`config.mk`:
```
export PLATFORM = sky130hd
export DESIGN_NAME = seg_scan_driver
export DESIGN_NICKNAME = d
export VERILOG_FILES = /design/src/rtl/seg_scan_driver.sv
export SDC_FILE = /design/constraint.sdc
export NUM_CORES = 1
export LEC_CHECK = 0
export ABC_AREA = 1
export CORE_ASPECT_RATIO = 1.4
export CORE_MARGIN = 5
export CORE_UTILIZATION = 55
export DETAILED_ROUTE_END_ITERATION = 6
export PLACE_DENSITY_LB_ADDON = 0.3
export REMOVE_ABC_BUFFERS = 1
export SLEW_MARGIN = 30
export SYNTH_ARGS = -nofsm -noshare
export SYNTH_HDL_FRONTEND = slang
export SYNTH_SLANG_ARGS = --single-unit
```
`constraint.sdc`:
```
create_clock -name clk -period 2.4 [get_ports clk]
set_clock_uncertainty 0.1 [all_clocks]
set_input_delay 0.36 -clock clk [delete_from_list [all_inputs] [get_ports clk]]
set_output_delay 0.36 -clock clk [all_outputs]
set_load 0.01 [all_outputs]
```
`src/rtl/seg_scan_driver.sv`:
```
// seg_scan_driver
//   Time-multiplexed 7-segment display driver. Hex nibbles, decimal-point
//   requests and blank requests are captured into shadow registers on `load`.
//   A prescaler steps a digit index once every SCAN_DIV cycles. Every cycle the
//   registered outputs show the decoded shadow digit selected by the index.
//
// Parameters
//   NDIG     number of multiplexed digits (1..8)
//   SCAN_DIV clock cycles per digit slot (>=1)
//   CA       1 = common-anode (all outputs active-low), 0 = common-cathode
//   LZS      1 = leading-zero suppression
//
// Ports
//   clk     in   rising-edge clock
//   reset   in   asynchronous active-high reset
//   load    in   capture strobe for bin/dp/blank
//   bin     in   4*NDIG hex nibbles, digit k at bin[4k+3:4k], digit 0 rightmost
//   dp      in   NDIG decimal-point requests, 1 = lit
//   blank   in   NDIG blank requests, 1 = dark
//   seg     out  segments a..g, seg[1] = a, registered
//   dp_out  out  decimal-point segment, registered
//   an      out  NDIG digit enables, at most one active, registered
module seg_scan_driver #(
    parameter int NDIG     = 4,
    parameter int SCAN_DIV = 100000,
    parameter int CA       = 1,
    parameter int LZS      = 0
) (
    input  logic              clk,
    input  logic              reset,
    input  logic              load,
    input  logic [4*NDIG-1:0] bin,
    input  logic [NDIG-1:0]   dp,
    input  logic [NDIG-1:0]   blank,
    output logic [1:7]        seg,
    output logic              dp_out,
    output logic [NDIG-1:0]   an
);

    localparam int PW = (SCAN_DIV > 1) ? $clog2(SCAN_DIV) : 1;
    localparam int IW = (NDIG > 1) ? $clog2(NDIG) : 1;
    localparam logic [PW-1:0] PMAX = PW'(SCAN_DIV - 1);
    localparam logic [IW-1:0] IMAX = IW'(NDIG - 1);
    localparam logic          INV  = (CA != 0);

    logic [PW-1:0]     presc_q, presc_d;
    logic [IW-1:0]     idx_q, idx_d;
    logic [4*NDIG-1:0] bin_q;
    logic [NDIG-1:0]   dp_q, blank_q;
    logic [1:7]        seg_q, seg_d;
    logic              dpo_q, dpo_d;
    logic [NDIG-1:0]   an_q, an_d;

    logic              tick;
    logic [3:0]        nib;
    logic              nib_dp, nib_blank, zero_above, dark;
    logic [1:7]        dec;
    logic [NDIG-1:0]   an_hi;

    assign tick = (presc_q == PMAX);

    always_comb begin
        presc_d = tick ? '0 : presc_q + 1'b1;
        idx_d   = idx_q;
        if (tick) begin
            idx_d = (idx_q == IMAX) ? '0 : idx_q + 1'b1;
        end
    end

    // Select the indexed digit's shadow fields and check whether this digit
    // and every more significant digit are zero (for leading-zero suppression).
    always_comb begin
        nib        = '0;
        nib_dp     = 1'b0;
        nib_blank  = 1'b0;
        zero_above = 1'b1;
        an_hi      = '0;
        for (int unsigned k = 0; k < NDIG; k++) begin
            if (k == 32'(idx_q)) begin
                nib       = bin_q[4*k +: 4];
                nib_dp    = dp_q[k];
                nib_blank = blank_q[k];
                an_hi[k]  = 1'b1;
            end
            if (k >= 32'(idx_q) && bin_q[4*k +: 4] != 4'h0) begin
                zero_above = 1'b0;
            end
        end
        dark = nib_blank || ((LZS != 0) && zero_above && (idx_q != '0));
    end

    always_comb begin
        dec = 7'b0000000;
        case (nib)
            4'h0: dec = 7'b1111110;
            4'h1: dec = 7'b0110000;
            4'h2: dec = 7'b1101101;
            4'h3: dec = 7'b1111001;
            4'h4: dec = 7'b0110011;
            4'h5: dec = 7'b1011011;
            4'h6: dec = 7'b1011111;
            4'h7: dec = 7'b1110010;
            4'h8: dec = 7'b1111111;
            4'h9: dec = 7'b1110011;
            4'hA: dec = 7'b1110111;
            4'hB: dec = 7'b0011111;
            4'hC: dec = 7'b1001110;
            4'hD: dec = 7'b0111101;
            4'hE: dec = 7'b1001111;
            4'hF: dec = 7'b1000111;
            default: dec = 7'b0000000;
        endcase
    end

    // Build active-high values, then flip polarity for common-anode parts.
    always_comb begin
        seg_d = (dark ? 7'b0000000 : dec) ^ {7{INV}};
        dpo_d = (!dark && nib_dp) ^ INV;
        an_d  = (dark ? '0 : an_hi) ^ {NDIG{INV}};
    end

    always_ff @(posedge clk or posedge reset) begin
        if (reset) begin
            presc_q <= '0;
            idx_q   <= '0;
            bin_q   <= '0;
            dp_q    <= '0;
            blank_q <= '1;
            seg_q   <= {7{INV}};
            dpo_q   <= INV;
            an_q    <= {NDIG{INV}};
        end else begin
            presc_q <= presc_d;
            idx_q   <= idx_d;
            if (load) begin
                bin_q   <= bin;
                dp_q    <= dp;
                blank_q <= blank;
            end
            seg_q <= seg_d;
            dpo_q <= dpo_d;
            an_q  <= an_d;
        end
    end

    assign seg    = seg_q;
    assign dp_out = dpo_q;
    assign an     = an_q;

endmodule

```
==> results of run 1 <==
[layer usage]
layer | routed length [microns] | share of wire [%]
met1 | 2282 | 42
met2 | 2825 | 52
met3 | 261 | 4.8
met4 | 77 | 1.4
met5 | 0 | 0
[cells in the final DEF, fill, tap and decap left out, types with 3 or more instances in the layout]
master,n
sky130_fd_sc_hd__inv_2,7
sky130_fd_sc_hd__a21oi_1,11
sky130_fd_sc_hd__nand2_2,9
sky130_fd_sc_hd__dfstp_2,16
sky130_fd_sc_hd__mux2_2,17
sky130_fd_sc_hd__inv_1,40
sky130_fd_sc_hd__dfrtp_1,39
sky130_fd_sc_hd__xor2_1,8
sky130_fd_sc_hd__clkbuf_8,6
sky130_fd_sc_hd__nor2_2,7
sky130_fd_sc_hd__clkdlybuf4s50_1,38
sky130_fd_sc_hd__nand2_1,74
sky130_fd_sc_hd__nor2_1,18
sky130_fd_sc_hd__ha_1,8
sky130_fd_sc_hd__o21ai_0,10
sky130_fd_sc_hd__o21ai_2,3
sky130_fd_sc_hd__nand4_1,4
sky130_fd_sc_hd__buf_4,3
sky130_fd_sc_hd__nand3_1,26
sky130_fd_sc_hd__nor3_1,3
[flip-flops by register name, summed over array words and instances (netlist names)]
register / count
an: 4
bin_q: 16
blank_q: 4
dp_out: 1
dp_q: 4
idx_q: 2
presc_q: 17
seg: 7
[area by class of cell]
type / count / area share (%)
flip-flops and latches: 55 / 40.30
multi-input cells: 216 / 37.13
repair buffers: 42 / 12.21
inverters: 48 / 5.345
clock buffers: 7 / 2.492
well taps: 66 / 2.384
clock inverters: 1 / 0.1445
[cell usage after synthesis, drive strengths merged]
library cell and number:
a21oi 12, nor3 5, mux2 17, buf 5
xor2 8, clkbuf 1, nand3 28, nand3b 1
clkinv 1, a22oi 1, a21boi 1, nand2 85
or2 1, o21ai 15, ha 10, o211ai 1
nor4 1, nor2 26, nand4 4, inv 47
dfrtp 39, dfstp 16
[cells by family (layout without fill, tap and decap cells)]
group           Yosys count  in the layout  synth area share (%)
simple gates            151            151                 24.74
xor+xnor                  8              8                 2.414
compound gates           30             30                 6.078
buf+inv                  54             98                 7.758
fa+ha+maj                10             10                 4.310
mux                      17             17                 6.595
flops                    55             55                 48.10
[per-stage QoR]
stage | utilization, % | setup WS (ps) | hold WS, ps | cells
final | 67.16 | 249.5 | 310.1 | 435
after global routing | 67.16 | 22.28 | 344.2 | 435
after CTS | 67.06 | 163.5 | 326.9 | 435
after detailed placement | 65.29 | 185.0 | 356.4 | 427
after global placement | 65.29 | 307.4 | 344.3 | 427
after floorplan | - | 316.3 | 329.4 | 319
[worst paths after layout]
check                                start          to  slack, ps  cells past startpoint
worst max-delay path              idx_q[0]      seg[1]        250                     15
worst max register to register    idx_q[0]      seg[1]        250                     15
worst min-delay path                 reset  presc_q[9]        310                      3
max in group asynchronous            reset  blank_q[0]       1570                      3
min in group clk                presc_q[0]  presc_q[0]        370                      1
worst min register to register  presc_q[0]  presc_q[0]        370                      1
[timing repair]
item,4_1_cts,5_1_grt
gates resized for setup,0,2
endpoints found under the hold margin,0,0
endpoints found under the setup margin,0,3
setup buffers,0,0
[power breakdown]
part,internal (mW),leakage [nW],switching (mW)
logic,0.150,0.920,0.142
clock network,0.234,0.0482,0.283
registers,1.01,0.656,0.0268
total,1.39,1.62,0.452
[worst max-delay path: cells and delay by family, from the launching register on]
| family | cells | cell delay (ps) |
|---|---|---|
| DFF | 1 | 460 |
| buffers and inverters | 4 | 370 |
| adders and majority gates | 2 | 460 |
| and+or+nand+nor | 9 | 690 |
==> Flow_metrics.wiki, run 1 <==
{| class="wikitable"
! Metric !! Value
|-
| Result of the run || completed
|-
| Register Area || 1396 sq um
|-
| Endpoints failing setup || 0
|-
| Fraction of met2 tracks used by global routing || between 30% and 40%
|-
| CTS root buf || sky130_fd_sc_hd__clkbuf_8
|-
| Slew at the pin closest to its max-slew limit || 373.0 ps
|-
| CTS tree || done
|-
| Half-perimeter wire length of the detailed placement result || 4.191 mm
|-
| Largest net degree at the start of global routing || 56
|-
| Register bit total from synthesis || 55
|-
| Largest stage delay on the critical path || 460 ps
|-
| Nets || a little over 400
|-
| Layout cells sized above 1 || 22.22%
|-
| Number of inserted diodes || 0
|-
| Die span in y || 95.96 microns
|-
| Ratio of final minimum period to clock period || between 80% and 90%
|-
| Starting utilization of the core area || 56.27%
|-
| First-pass detailed-route iteration total || 4
|-
| CP Capture Type || flip-flop
|-
| Startpoint kind of the worst setup timing path || flip-flop
|-
| RSZ-0062 raised after global routing || no
|-
| Global routing usage on met1 || 20.85%
|-
| Synth top area cells || sky130_fd_sc_hd__dfrtp_1 (34%), sky130_fd_sc_hd__dfstp_2 (14%), sky130_fd_sc_hd__nand2_1 (9.6%), sky130_fd_sc_hd__mux2_2 (6.6%), sky130_fd_sc_hd__inv_1 (5.3%)
|-
| Layout Area Growth over Synthesis || 19.35%
|-
| Count of filler cells inserted in the layout || 414
|-
| Slowest CP cell || sky130_fd_sc_hd__dfrtp_1
|-
| Data arrival time of the worst path || 2290 ps
|-
| Combined area of the multi-input logic cells || 1286 sq um
|-
| DRC viols || 0
|-
| Library cell with the largest summed area after synthesis || sky130_fd_sc_hd__dfrtp_1
|-
| Clock slew at reported path FFs || 100 ps
|-
| Die Area || 6852 sq um
|-
| Share of the yosys chip area belonging to registers || 48.10%
|-
| IO Port Bufs || 38
|-
| Leakage power || 1.624 nW
|-
| Total count of hold-check failures in the final report || 0
|-
| Global-route layer with the greatest usage || met2
|-
| Clk Latency, worst-skew pair || 300 ps
|-
| Antenna violations before repair || 0
|-
| Standard cell area after detailed placement || ~3400 sq um
|-
| Hold/Removal Path Class || input port to asynchronous set/reset pin
|-
| Number of buffers inserted by hold repair at cts || 0
|-
| Weighted congestion reported at the end of routability-driven placement || 0.9499
|-
| Syn avg cell area || 8.932 sq um
|-
| Power Dens Cells || 531.8 nW/um^2
|-
| Boundary Pins || 39
|-
| Overall power || roughly 1.8 mW
|-
| Global-route wire length before repair || ~9.7 mm
|-
| Post-synthesis instance area || between 2000 and 3000 sq um
|-
| Design area || between 3000 and 4000 sq um
|-
| Width of the die || 71.40 microns
|-
| TritonCTS Buffers || 5
|-
| Detail-routed via count per cell || slightly above 5
|-
| Initial drt markers || 114
|-
| Wire length reported by the detailed router || 5.447 mm
|-
| Worst Path Max Fanout || 5
|-
| Count of final max-slew check failures || 0
|-
| Via count of the first global-routing pass || 2174
|-
| Max VDD drop || around 460 uV
|-
| H-tree levels || 2
|-
| Worst max-slew margin expressed relative to the limit || approximately three quarters
|-
| Total Negative Setup Slacks || 0 ps
|-
| Placeable core region || about 5200 sq um
|-
| Global-route track usage on met3 || 3.448%
|-
| Mapped Cells || 325
|-
| Average routed wire per standard cell || 12.52 microns
|-
| Cell-by-cell trace of the critical path || inv_1, ha_1, inv_2, nor2_8, nand2_1, nand2_1, nand2_1, nand2_1, nand2_1, inv_1, ha_1, inv_1, nand3_1, nand3_1, nand3_1
|-
| Via count || 2232
|-
| Synthesis warning total || 0
|-
| Min Tclk post-route || between 2000 and 2500 ps
|-
| Clock Sink Count || 55
|-
| Floorplan row count || 31
|-
| Overflow after GRT || 0
|-
| GR Util All Layers || 17.64%
|-
| Worst-case clock buffer depth || 2
|-
| Cell mode on critical path || sky130_fd_sc_hd__nand2_1
|-
| Count of max-cap constraint violations || 0
|-
| Critical setup path kind || flip-flop to flip-flop
|-
| ANT nets after route || 0
|-
| Top cell type's share of synthesized area || 33.62%
|-
| Post-synth cell types || 34
|-
| Upper clock frequency limit || 465.0 MHz
|-
| Required time of the critical path || roughly 2500 ps
|}
(Power assumes the default switching activity.)
==> inputs of run 2 (changes only) <==
TNS_END_PERCENT = 100   (was unset)
==> results of run 2 <==
Same layout as run 1: the final DEF is identical, and so are final timing and power.
